**src/rtl/alu_seq_exec.sv**
```systemverilog
// Execute stage for the 4-bit ALU control code: single-cycle logic/arithmetic,
// serial 1-bit-per-cycle shifter, valid/ready handshake on input and output.
module alu_seq_exec #(
  parameter int XLEN    = 32,
  parameter int SHAMT_W = $clog2(XLEN)
) (
  input  logic            clk,
  input  logic            rst_n,
  input  logic            in_valid,
  output logic            in_ready,
  input  logic [3:0]      alu_ctrl,
  input  logic [XLEN-1:0] op_a,
  input  logic [XLEN-1:0] op_b,
  output logic            out_valid,
  input  logic            out_ready,
  output logic [XLEN-1:0] result,
  output logic            zero,
  output logic            illegal
);

  localparam logic [3:0] OP_ADD  = 4'b0000;
  localparam logic [3:0] OP_SUB  = 4'b1000;
  localparam logic [3:0] OP_SLL  = 4'b0001;
  localparam logic [3:0] OP_SLT  = 4'b0010;
  localparam logic [3:0] OP_SLTU = 4'b0011;
  localparam logic [3:0] OP_XOR  = 4'b0100;
  localparam logic [3:0] OP_SRL  = 4'b0101;
  localparam logic [3:0] OP_SRA  = 4'b1001;
  localparam logic [3:0] OP_OR   = 4'b0110;
  localparam logic [3:0] OP_AND  = 4'b0111;

  typedef enum logic [1:0] {IDLE, SHIFT, DONE} state_t;
  typedef enum logic [1:0] {SH_LL, SH_RL, SH_RA} shkind_t;

  state_t               state;
  shkind_t              kind;
  shkind_t              kind_in;
  logic [XLEN-1:0]      work;
  logic [SHAMT_W-1:0]   cnt;
  logic [SHAMT_W-1:0]   shamt;
  logic                 is_shift;
  logic [XLEN-1:0]      shifted;
  logic [XLEN:0]        exec_out;

  function automatic logic [XLEN-1:0] shift_one(input shkind_t k, input logic [XLEN-1:0] v);
    case (k)
      SH_LL:   return {v[XLEN-2:0], 1'b0};
      SH_RL:   return {1'b0, v[XLEN-1:1]};
      default: return {v[XLEN-1], v[XLEN-1:1]};
    endcase
  endfunction

  // Returns {illegal, result}; shift codes yield op_a, which is the zero-distance shift.
  function automatic logic [XLEN:0] exec_op(input logic [3:0] ctrl,
                                            input logic [XLEN-1:0] a,
                                            input logic [XLEN-1:0] b);
    logic signed [XLEN-1:0] sa;
    logic signed [XLEN-1:0] sb;
    sa = a;
    sb = b;
    case (ctrl)
      OP_ADD:                  return {1'b0, a + b};
      OP_SUB:                  return {1'b0, a - b};
      OP_SLT:                  return {1'b0, {(XLEN-1){1'b0}}, (sa < sb)};
      OP_SLTU:                 return {1'b0, {(XLEN-1){1'b0}}, (a < b)};
      OP_XOR:                  return {1'b0, a ^ b};
      OP_OR:                   return {1'b0, a | b};
      OP_AND:                  return {1'b0, a & b};
      OP_SLL, OP_SRL, OP_SRA:  return {1'b0, a};
      default:                 return {1'b1, {XLEN{1'b0}}};
    endcase
  endfunction

  always_comb begin
    shamt    = op_b[SHAMT_W-1:0];
    is_shift = 1'b0;
    kind_in  = SH_LL;
    case (alu_ctrl)
      OP_SLL: begin is_shift = 1'b1; kind_in = SH_LL; end
      OP_SRL: begin is_shift = 1'b1; kind_in = SH_RL; end
      OP_SRA: begin is_shift = 1'b1; kind_in = SH_RA; end
      default: ;
    endcase
    shifted  = shift_one(kind, work);
    exec_out = exec_op(alu_ctrl, op_a, op_b);
  end

  assign in_ready  = (state == IDLE);
  assign out_valid = (state == DONE);

  // Control and visible outputs: reset clears them and discards any in-flight op.
  always_ff @(posedge clk) begin
    if (!rst_n) begin
      state   <= IDLE;
      cnt     <= '0;
      result  <= '0;
      zero    <= 1'b0;
      illegal <= 1'b0;
    end else begin
      case (state)
        IDLE: begin
          if (in_valid) begin
            if (is_shift && (shamt != '0)) begin
              cnt   <= shamt;
              state <= SHIFT;
            end else begin
              illegal <= exec_out[XLEN];
              result  <= exec_out[XLEN-1:0];
              zero    <= (exec_out[XLEN-1:0] == '0);
              state   <= DONE;
            end
          end
        end
        SHIFT: begin
          cnt <= cnt - SHAMT_W'(1);
          if (cnt == SHAMT_W'(1)) begin
            result  <= shifted;
            zero    <= (shifted == '0);
            illegal <= 1'b0;
            state   <= DONE;
          end
        end
        DONE: begin
          if (out_ready) state <= IDLE;
        end
        default: state <= IDLE;
      endcase
    end
  end

  // Shift datapath: only meaningful while in SHIFT, so it carries no reset.
  always_ff @(posedge clk) begin
    if (state == IDLE && in_valid) begin
      work <= op_a;
      kind <= kind_in;
    end else if (state == SHIFT) begin
      work <= shifted;
    end
  end

endmodule

```
**config.mk**
```make
export PLATFORM = sky130hd
export DESIGN_NAME = alu_seq_exec
export DESIGN_NICKNAME = d
export VERILOG_FILES = /design/src/rtl/alu_seq_exec.sv
export SDC_FILE = /design/constraint.sdc
export NUM_CORES = 1
export LEC_CHECK = 0
export ABC_AREA = 1
export CAP_MARGIN = 20
export CORE_UTILIZATION = 35
export DETAILED_ROUTE_END_ITERATION = 10
export PLACE_DENSITY_LB_ADDON = 0.1
export SLEW_MARGIN = 20
export SYNTH_ARGS = -nofsm -noshare
export SYNTH_HDL_FRONTEND = slang
export SYNTH_SLANG_ARGS = --single-unit
```
**constraint.sdc**
```tcl
create_clock -name clk -period 2.5 [get_ports clk]
set_input_delay 0.625 -clock clk [delete_from_list [all_inputs] [get_ports clk]]
set_output_delay 0.625 -clock clk [all_outputs]
set_load 0.05 [all_outputs]
```
; Yosys cells after proc, flatten, opt, wreduce, memory -nomap -nowiden
; Index checks and enable logic that the tools add are counted.
[totals]
inputBits = 72
reg_bits = 75
out_inout_bits = 36
wordCells = 73
[op_classes]
addsub = 3
n_eq_ne = 18
order_cmp = 2
bitwise = 3
n_reduce_logical = 14
n_mux = 26
[ops]
columns = op, count
row1 = $pmux 33 s8, 1
row2 = $mux 32, 5
row3 = $pmux 32 s2, 2
row4 = $logic_not 32->1, 2
row5 = $lt 32x32->1, 2
row6 = $add 32x32->32, 1
row7 = $and 32x32->32, 1
row8 = $or 32x32->32, 1
row9 = $sub 32x32->32, 1
row10 = $xor 32x32->32, 1
row11 = $eq 4x3->1 const B, 4
row12 = $mux 5, 2
row13 = $pmux 5 s2, 1
row14 = $eq 4x2->1 const B, 2
row15 = $eq 4x4->1 const B, 2
row16 = $mux 2, 4
row17 = $mux 1, 7
row18 = $ne 2x2->1 const B, 3
row19 = $pmux 2 s3, 1
row20 = $reduce_and 3->1, 2
row21 = $eq 5x1->1 const B, 1
row22 = $reduce_bool 5->1, 1
row23 = $sub 5x1->5 const B, 1
row24 = $eq 2x1->1 const B, 2
row25 = other kinds (11), 16

; Longest topological paths before layout
; Gate-level depths: netlist of the first run.
[depth]
word_depth = 7
depth_mapped = 22
ltp_nobuf = 22

; Worst setup path after synthesis of the first run
; No wires, ideal clock.
[synth_timing]
path_kind = flip-flop to flip-flop
startpoint = reg state[0]
endpoint = reg result[18]
setup_time_ps = 70
n_path_buf = 1
required_time_ps = 2430
slack_ps = -391
arrival_ps = 2820
period_less_slack_ps = 2891
stages_incl_launch_ff = 11
path_cell_list = dfxtp_1 nor2_1 nand2_1 inv_2 nor2_1 inv_2 nand3_1 clkbuf_1 a31oi_1 o21ai_0 a21oi_1
[synth_between]
elab_chain_cells = 3
word_cells_on_any_way = 8
classes_between = eq/ne (4) / mux (1) / reduce/logical (3)
[synth_lines]
columns = element, line
row1 = "start, declared", 35  ; state_t state;
row2 = "start signal, assigned", 94  ; state <= IDLE;
row3 = "start signal, assigned", 105  ; state <= SHIFT;
row4 = "start signal, assigned", 110  ; state <= DONE;
row5 = $logic_not 2->1 (*), --
row6 = via in_ready, 10  ; output logic in_ready,
row7 = $ne 2x2->1 (no line) / $reduce_bool 2->1 (equally long branches), --
row8 = $reduce_and 4->1 (no line), --
row9 = "end signal, assigned", 108  ; result <= exec_out[XLEN-1:0];
row10 = "end signal, assigned", 117  ; result <= shifted;
row11 = "end, declared", 16  ; output logic [XLEN-1:0] result,
; The timed path passes the listed nets; every way through them passes the cells marked *.
; A chain may end at the register's enable or synchronous reset.

; Worst setup path after layout of the first run
[layout_timing]
startpoint = in op_a[31]
endpoint = reg zero
[layout_between]
elab_chain_cells = 6
word_cells_on_any_way = 12
classes_between = add/sub (2) / order compare (2) / mux (4) / bitwise (3) / reduce/logical (1)
[layout_lines]
columns = element, line
row1 = "start, declared", 12  ; input logic [XLEN-1:0] op_a,
row2 = $sub 32x32->32 (tied with other cells), 63  ; OP_SUB: return {1'b0, a - b};
row3 = $pmux 33 s8 (*), 61  ; case (ctrl)
row4 = $logic_not 32->1 (*), 109  ; zero <= (exec_out[XLEN-1:0] == '0);
row5 = $mux 1 (*), 103  ; if (is_shift && (shamt != '0)) begin
row6 = $mux 1 (*), 102  ; if (in_valid) begin
row7 = $pmux 1 s2 (*), 100  ; case (state)
row8 = "end signal, assigned", 109
row9 = "end signal, assigned", 118  ; zero <= (shifted == '0);
row10 = "end, declared", 17  ; output logic zero,
; Every way passes the cells marked *; elsewhere a longest branch is shown, timed or not. The select of a mux whose other input is x is not followed.

==> flow_summary_export.csv, run 1 <==
group,metric,value,unit
synthesis,ys_warn_count,0,
die,num_rows,63,
synthesis,synth_top_cells_by_area,"nand2_1, ha_1, inv_1",
global_routing,overflow,0,
synthesis,synth_cells,1834,
worst_setup_path,crit_family,"simple AND/OR/NAND/NOR gates",
route,wl_per_cell,18.3,µm
die,die_w,176,µm
hold_path,hold_path_end,"result[23]$_SDFFE_PN0P_",
clocking,clk_pin_slew,0.06,ns
layout,antenna_cells,0,
synthesis,synth_edf_count,34,
die,core_area,29700,µm²
power_and_ir_drop,seq_power_share,20.9,%
die,start_util,35.7,%
timing,finalHoldViolations,0,
timing,period_share,104,%
power_and_ir_drop,p_leak,9.28,nW
synthesis,syn_avg_cell_area,5.78,µm²
worst_setup_path,critPathRequiredTime,2.78,ns
synthesis,synth_seq_cells,75,
route,drt_iter0_drc,1062,
worst_setup_path,end_kind,"flip-flop",
placed_design,port_buffers,107,
worst_setup_path,worstSetupPathDepth,16,
clocking,cts_tree,"done",
timing,whs,0.462,ns
hold_path,min_path_type,"reg -> reg",
global_routing,antenna_found_initial,0,
power_and_ir_drop,pwr-share-clk,11.1,%
synthesis,ys_async_sr_fraction,0,%
worst_setup_path,critical_path.slowest_cell,"clkdlybuf4s50_1",
timing,final_max_slew_viol_count,0,
timing,fin_crit,2.60,ns
synthesis,synth_top_family_by_area,"simple AND/OR/NAND/NOR gates",
synthesis,synth_simple_gate_area_share,38.0,%
status,outcome,"finished, violations left",
synthesis,yosysSeqAreaShare,17.4,%
hold_path,hold_start,"result[23]$_SDFFE_PN0P_",
synthesis,synth-compound-area-share,15.3,%
layout,stdcell_area,18800,µm²
layout,drive_gt1_share,48.7,%
status,violations,"negative setup slack",
clocking,cts_buffers,9,
worst_setup_path,worstPathArrival,2.88,ns
worst_setup_path,path_class,"in -> reg",
die,io_pins,108,
power_and_ir_drop,power_density,582,nW/µm²
die,die_area,31000,µm²
power_and_ir_drop,pwr-share-comb,68.0,%
clocking,clk_path_buf_depth,2,
worst_setup_path,cp_cell_sequence,"clkdlybuf4s50_1 > inv_2 > ha_4 > nor2_4 > nand2_2 > nor3_2 > nand2_2 > nand3_1 > nand2_1 > inv_1 > nand2_1 > nor2_2 > nand2_1 > nor2_1 > nand3_1 > a21oi_1",
global_routing,grt_pass1_vias,13676,
worst_setup_path,ff2ff_path_depth,8,
power_and_ir_drop,total_power,10.9,mW
global_routing,grtUsageTotal,32.4,%
clocking,clock_sinks,75,
placed_design,gp_congestion,0.976,
worst_setup_path,ff2ff_setup_slack,0.22,ns
clocking,ctsHoldBuffers,0,
synthesis,synth.distinct_cells,42,
route,drt-total-wl,51.3,mm
route,vias,14190,
route,drcViolationCount,0,
power_and_ir_drop,p_sw,5.21,mW
clocking,clk_latency,0.34,ns
die,die_h,176,µm
route,drt_first_pass_iters,7,
layout,area_growth,77.0,%
route,antenna_left,0,
synthesis,syn-num-nets,2013,
synthesis,synth_fa_ha_area_share,12.8,%
synthesis,synth_top_flop_cell,"dfxtp_1",
power_and_ir_drop,peakVddDrop,0.000495,V
synthesis,mappedNetlistArea,10600,µm²
worst_setup_path,startpoint,"op_a[31]",
clocking,cts_root_buf,"clkbuf_16",
worst_setup_path,rr_endpoint,"zero$_SDFFE_PN0P_",
worst_setup_path,critPathMaxStageDelay,0.53,ns
synthesis,synthXorXnorAreaFrac,0.330,%
worst_setup_path,crit_top_cell,"nand2_1",
hold_path,min_path_cells,2,
global_routing,grt_pass1_wl,76.0,mm
flow_run,maxCapViolations,0,
clocking,h-tree-depth,3,
worst_setup_path,path_buf_inv,3,
worst_setup_path,crit_path_start_kind,"input port",
power_and_ir_drop,switching_share,47.7,%
layout,final_util,63.2,%
global_routing,grt_max_degree,41,
synthesis,post-synth-top-area-cell,"nand2_1",
timing,skew,0.00735,ns
worst_setup_path,worst-path-max-fanout,3,
timing,setup_slack,-0.0984,ns
timing,relSlewSlack,60.6,%
timing,setup_viol_count_final,2,
synthesis,yosys.area.top_type_share,19.9,%
placed_design,placed_area,15200,µm²
placed_design,post-place-ws,-1.32,ns
worst_setup_path,reg2reg_from,"kind[1]$_DFFE_PP_",
synthesis,synthMuxAreaShare,1.32,%
timing,rsz0062_at_grt,"yes",
power_and_ir_drop,p_int,5.71,mW
route,vias_per_cell,5.07,
timing,fmax,385,MHz
layout,final_nets,2583,
timing,tightest_slew,0.591,ns
placed_design,hpwlAfterDp,41.1,mm
==> power by group through the flow <==
stage,clock (mW),sequential [mW],combinational [mW]
2_1_floorplan,0,2.90,2.87
3_3_place_gp,0,2.29,6.31
3_5_place_dp,0,2.30,6.33
4_1_cts,1.24,2.28,6.97
5_1_grt,1.27,2.33,8.01
6_report,1.21,2.29,7.43
==> worst register-to-register path: cells and delay by family, from the launching register on <==
kind / cells / cell delay (ns)
buf+inv: 2 / 0.34
mux: 1 / 0.36
flops: 1 / 0.43
compound gates: 2 / 0.21
simple gates: 3 / 0.86
==> how the worst max path moves through the flow <==
stage	end	slack (ns)
after global routing	zero$_SDFFE_PN0P_	-0.24
after global placement	zero$_SDFFE_PN0P_	-1.29
final	zero$_SDFFE_PN0P_	-0.1
after floorplan	zero$_SDFFE_PN0P_	0.004
after detailed placement	zero$_SDFFE_PN0P_	-1.32
after CTS	zero$_SDFFE_PN0P_	-0.1
==> flip-flops by register name, indices dropped and copies added (netlist names) <==
register  flops
cnt           5
illegal       1
kind          2
result       32
state         2
work         32
zero          1
==> layer usage <==
layer | up-vias | track usage, % | part of all wire [%]
li1 | 7024 | - | -
met1 | 6657 | 44.4 | 45
met2 | 427 | 52.1 | 45
met3 | 82 | 4.09 | 6.5
met4 | 0 | 11.2 | 3.1
met5 | - | 0 | 0
==> cell usage in the layout (no fill, tap or decap), types with 57 or more instances in the layout <==
cell type  synthesis  layout
a21oi_1          104      68
buf_4             19     455
buf_6              7      57
ha_1             105      59
inv_1            291     194
inv_2             16     104
nand2_1          563     392
nand2_2            5     133
nand3_1          159      96
nor2_1           172      90
nor2_4             1      57
o21ai_0           91      68
==> layout make-up <==
class                   count  area, µm²
repair buffers            630       5230
fillers                  2815      10900
multi-input cells        1380       9750
flip-flops and latches     75       1840
well taps                 390        488
clock inverters             5       26.3
inverters                 308       1180
clock buffers              11        253
==> repair_timing <==
action / in CTS / in global routing
setup endpoints to repair: 37 / 25
buffers inserted: 67 / 22
pin swaps: 175 / 193
gates resized for setup: 634 / 360
==> cells in the mapped netlist (2+ instances only) <==
| master | count |
|---|---|
| nand2_1 | 563 |
| inv_1 | 291 |
| nor2_1 | 172 |
| nand3_1 | 159 |
| ha_1 | 105 |
| a21oi_1 | 104 |
| o21ai_0 | 91 |
| dfxtp_1 | 41 |
| o22ai_1 | 36 |
| edfxtp_1 | 34 |
| buf_2 | 24 |
| nand4_1 | 23 |
| clkbuf_1 | 21 |
| buf_4 | 19 |
| a221oi_1 | 16 |
| inv_2 | 16 |
| nor2_2 | 15 |
| mux2i_1 | 14 |
| nor3_1 | 14 |
| o21bai_1 | 11 |
| buf_6 | 7 |
| a21oi_2 | 6 |
| a31oi_1 | 6 |
| nand2_2 | 5 |
| o211ai_1 | 5 |
| a211oi_1 | 4 |
| nor4_1 | 4 |
| o21ai_1 | 4 |
| and2_1 | 3 |
| nor3_2 | 3 |
| xnor2_1 | 3 |
| and3_1 | 2 |
| fa_1 | 2 |
| o2111ai_1 | 2 |
| or2_2 | 2 |
==> logic make-up (layout without fill, tap and decap cells) <==
kind of cell	count (synthesis)	count (layout)
buffers and inverters	379	954
XOR/XNOR	4	4
adder cells (fa/ha/maj)	107	107
AO/OA/AOI/OAI	286	286
flip-flops	75	75
AND/OR/NAND/NOR	969	969
multiplexers	14	14
==> through the flow <==
step	std cells	setup TNS, ns
floorplan	1834	0
global placement	2696	-29.82
detailed placement	2696	-30.12
CTS	2778	-0.171
global route	2799	-0.747
finish	2799	-0.100
(Power assumes the default switching activity.)
==> inputs of run 2 (changes only) <==
- CTS_BUF_LIST: not set -> sky130_fd_sc_hd__clkbuf_4 sky130_fd_sc_hd__clkbuf_8
==> run 2 against run 1 <==
Effect of this change:
- the run still ends with negative setup slack left
- register-to-register slack barely moved
- worst setup slack improved by 0.036 ns
- non-clock buffer count up 3
- sequential power is essentially flat
- first-iteration DRC count rose by 7.3%
- count of clock-buffer cells in the layout is the same
- clock power decreased by 29%
- critical path type unchanged
- critical endpoint unchanged
- highest routed layer unchanged
==> flow_summary_export.csv, run 2 (synthesized netlist as in run 1, its figures left out) <==
group,metric,value,unit
route,wl_met3,3.45,mm
layout,area_growth,75.5,%
layout,layout_commonest_cell,"buf_4",
layout,final_nets,2586,
timing,fin_setup_tns,-0.0629,ns
worst_setup_path,end_kind,"flip-flop",
global_routing,overflow,0,
worst_setup_path,path_class,"in -> reg",
worst_setup_path,startpoint,"op_a[31]",
die,core_area,29700,µm²
placed_design,port_buffers,107,
worst_setup_path,reg2reg_from,"kind[1]$_DFFE_PP_",
global_routing,grtUsageTotal,32.4,%
worst_setup_path,worst-path-max-fanout,3,
clocking,h-tree-depth,3,
clocking,clk_latency,0.36,ns
global_routing,grt_max_degree,41,
route,met2_length,23.3,mm
power_and_ir_drop,p_leak,9.26,nW
die,die_area,31000,µm²
power_and_ir_drop,peakVddDrop,0.000393,V
route,wl_met1,23.1,mm
route,drt_first_pass_iters,5,
layout,final_cell_mix,"buf_4, nand2_1, inv_1, nand2_2, inv_2",
die,die_w,176,µm
route,drt-total-wl,51.2,mm
worst_setup_path,worstPathArrival,2.86,ns
global_routing,grt_pass1_wl,75.8,mm
timing,finalHoldViolations,0,
clocking,cts_tree,"done",
timing,final_max_slew_viol_count,0,
die,num_rows,63,
clocking,cts_buffers,9,
hold_path,hold_path_end,"illegal$_SDFFE_PN0P_",
timing,fmax,390,MHz
timing,skew,0.0121,ns
clocking,clock_sinks,75,
worst_setup_path,crit_path_start_kind,"input port",
global_routing,grt_pass1_vias,13620,
route,maxUsedRoutingLayer,"met4",
status,outcome,"finished, violations left",
hold_path,hold_start,"illegal$_SDFFE_PN0P_",
route,drcViolationCount,0,
worst_setup_path,ff2ff_setup_slack,0.22,ns
timing,tightest_slew,0.611,ns
placed_design,post-place-ws,-1.32,ns
hold_path,min_path_cells,2,
layout,drive_gt1_share,48.1,%
layout,top_regs,"result: 32 flops, work: 32 flops, cnt: 5 flops",
global_routing,antenna_found_initial,0,
route,antenna_left,0,
route,vias,14191,
flow_run,maxCapViolations,0,
clocking,ctsHoldBuffers,0,
hold_path,min_path_type,"reg -> reg",
route,drt_iter0_drc,1139,
placed_design,hpwlAfterDp,41.1,mm
status,violations,"negative setup slack",
die,start_util,35.7,%
timing,rsz0062_at_grt,"yes",
timing,setup_slack,-0.0629,ns
placed_design,gp_congestion,0.976,
clocking,cts_root_buf,"clkbuf_8",
route,vias_per_cell,5.06,
worst_setup_path,critPathRequiredTime,2.80,ns
clocking,clk_path_buf_depth,2,
worst_setup_path,rr_endpoint,"zero$_SDFFE_PN0P_",
timing,setup_viol_count_final,1,
route,wl_per_cell,18.2,µm
worst_setup_path,ff2ff_path_depth,9,
timing,relSlewSlack,59.3,%
die,io_pins,108,
die,die_h,176,µm
timing,period_share,103,%
clocking,clk_pin_slew,0.08,ns
timing,fin_crit,2.56,ns
power_and_ir_drop,power_density,567,nW/µm²
run 2: cell types whose count changed in the layout (fill, tap and decap cells not counted), sizes merged:
cell / previous run / this run
clkbuf: 35 / 38
diode: 0 / 1
clkdlybuf4s15: 7 / 4
dlygate4sd2: 12 / 15
run 2: repair_timing:
item,4_1_cts,5_1_grt
setup endpoints to repair,36,24
gates resized for setup,618,346
pin swaps,169,199
setup buffers,66,26
run 2: worst max path at each step:
stage	depth (start not counted)	slack (ns)	end
6_report	16	-0.06	zero$_SDFFE_PN0P_
5_1_grt	16	-0.22	zero$_SDFFE_PN0P_
4_1_cts	18	-0.07	zero$_SDFFE_PN0P_
3_5_place_dp	17	-1.32	zero$_SDFFE_PN0P_
3_3_place_gp	17	-1.29	zero$_SDFFE_PN0P_
2_1_floorplan	21	0.004	zero$_SDFFE_PN0P_
run 2: per-layer routing:
layer,vias up,track usage (%)
li1,7023,-
met1,6661,44.4
met2,434,52.2
met3,73,4.13
met4,0,10.6
met5,-,0
run 2: through the flow:
step	instance area, µm²	util [%]	std cells	power, mW	hold WS, ns
after floorplan	10600	-	1834	5.77	0.486
after global placement	15200	51.1	2696	8.60	0.450
after detailed placement	15200	51.1	2696	8.63	0.456
after CTS	17600	59.2	2777	10.1	0.467
after global routing	18600	62.6	2802	11.2	0.488
final	18600	62.6	2803	10.6	0.466
run 2: final cells by class:
cell class / count / area, µm²
antenna: 1 / 2.50
clock buffer: 11 / 151
clock inverter: 5 / 26.3
fill: 2835 / 11100
inverter: 308 / 1180
multi-input combinational: 1380 / 9680
sequential: 75 / 1840
tap: 390 / 488
timing repair buffer: 633 / 5240
run 2: worst max-delay path: stages:
cell and delay (ns):
clkdlybuf4s50_1 0.51, inv_1 0.09, ha_4 0.26, nor2_4 0.14, nand2_2 0.10, nor3_2 0.22
nand2_2 0.14, nand3_1 0.11, nand2_1 0.06, inv_1 0.06, nand2_1 0.09, nor2_2 0.11
nand2_1 0.05, nor2_1 0.09, nand3_1 0.09, a21oi_1 0.12
run 2: power by group:
| part | switching, mW | leakage (nW) | internal (mW) |
|---|---|---|---|
| clock | 0.449 | 0.0992 | 0.408 |
| sequential | 0.302 | 0.670 | 1.99 |
| combinational | 4.41 | 8.49 | 3.00 |
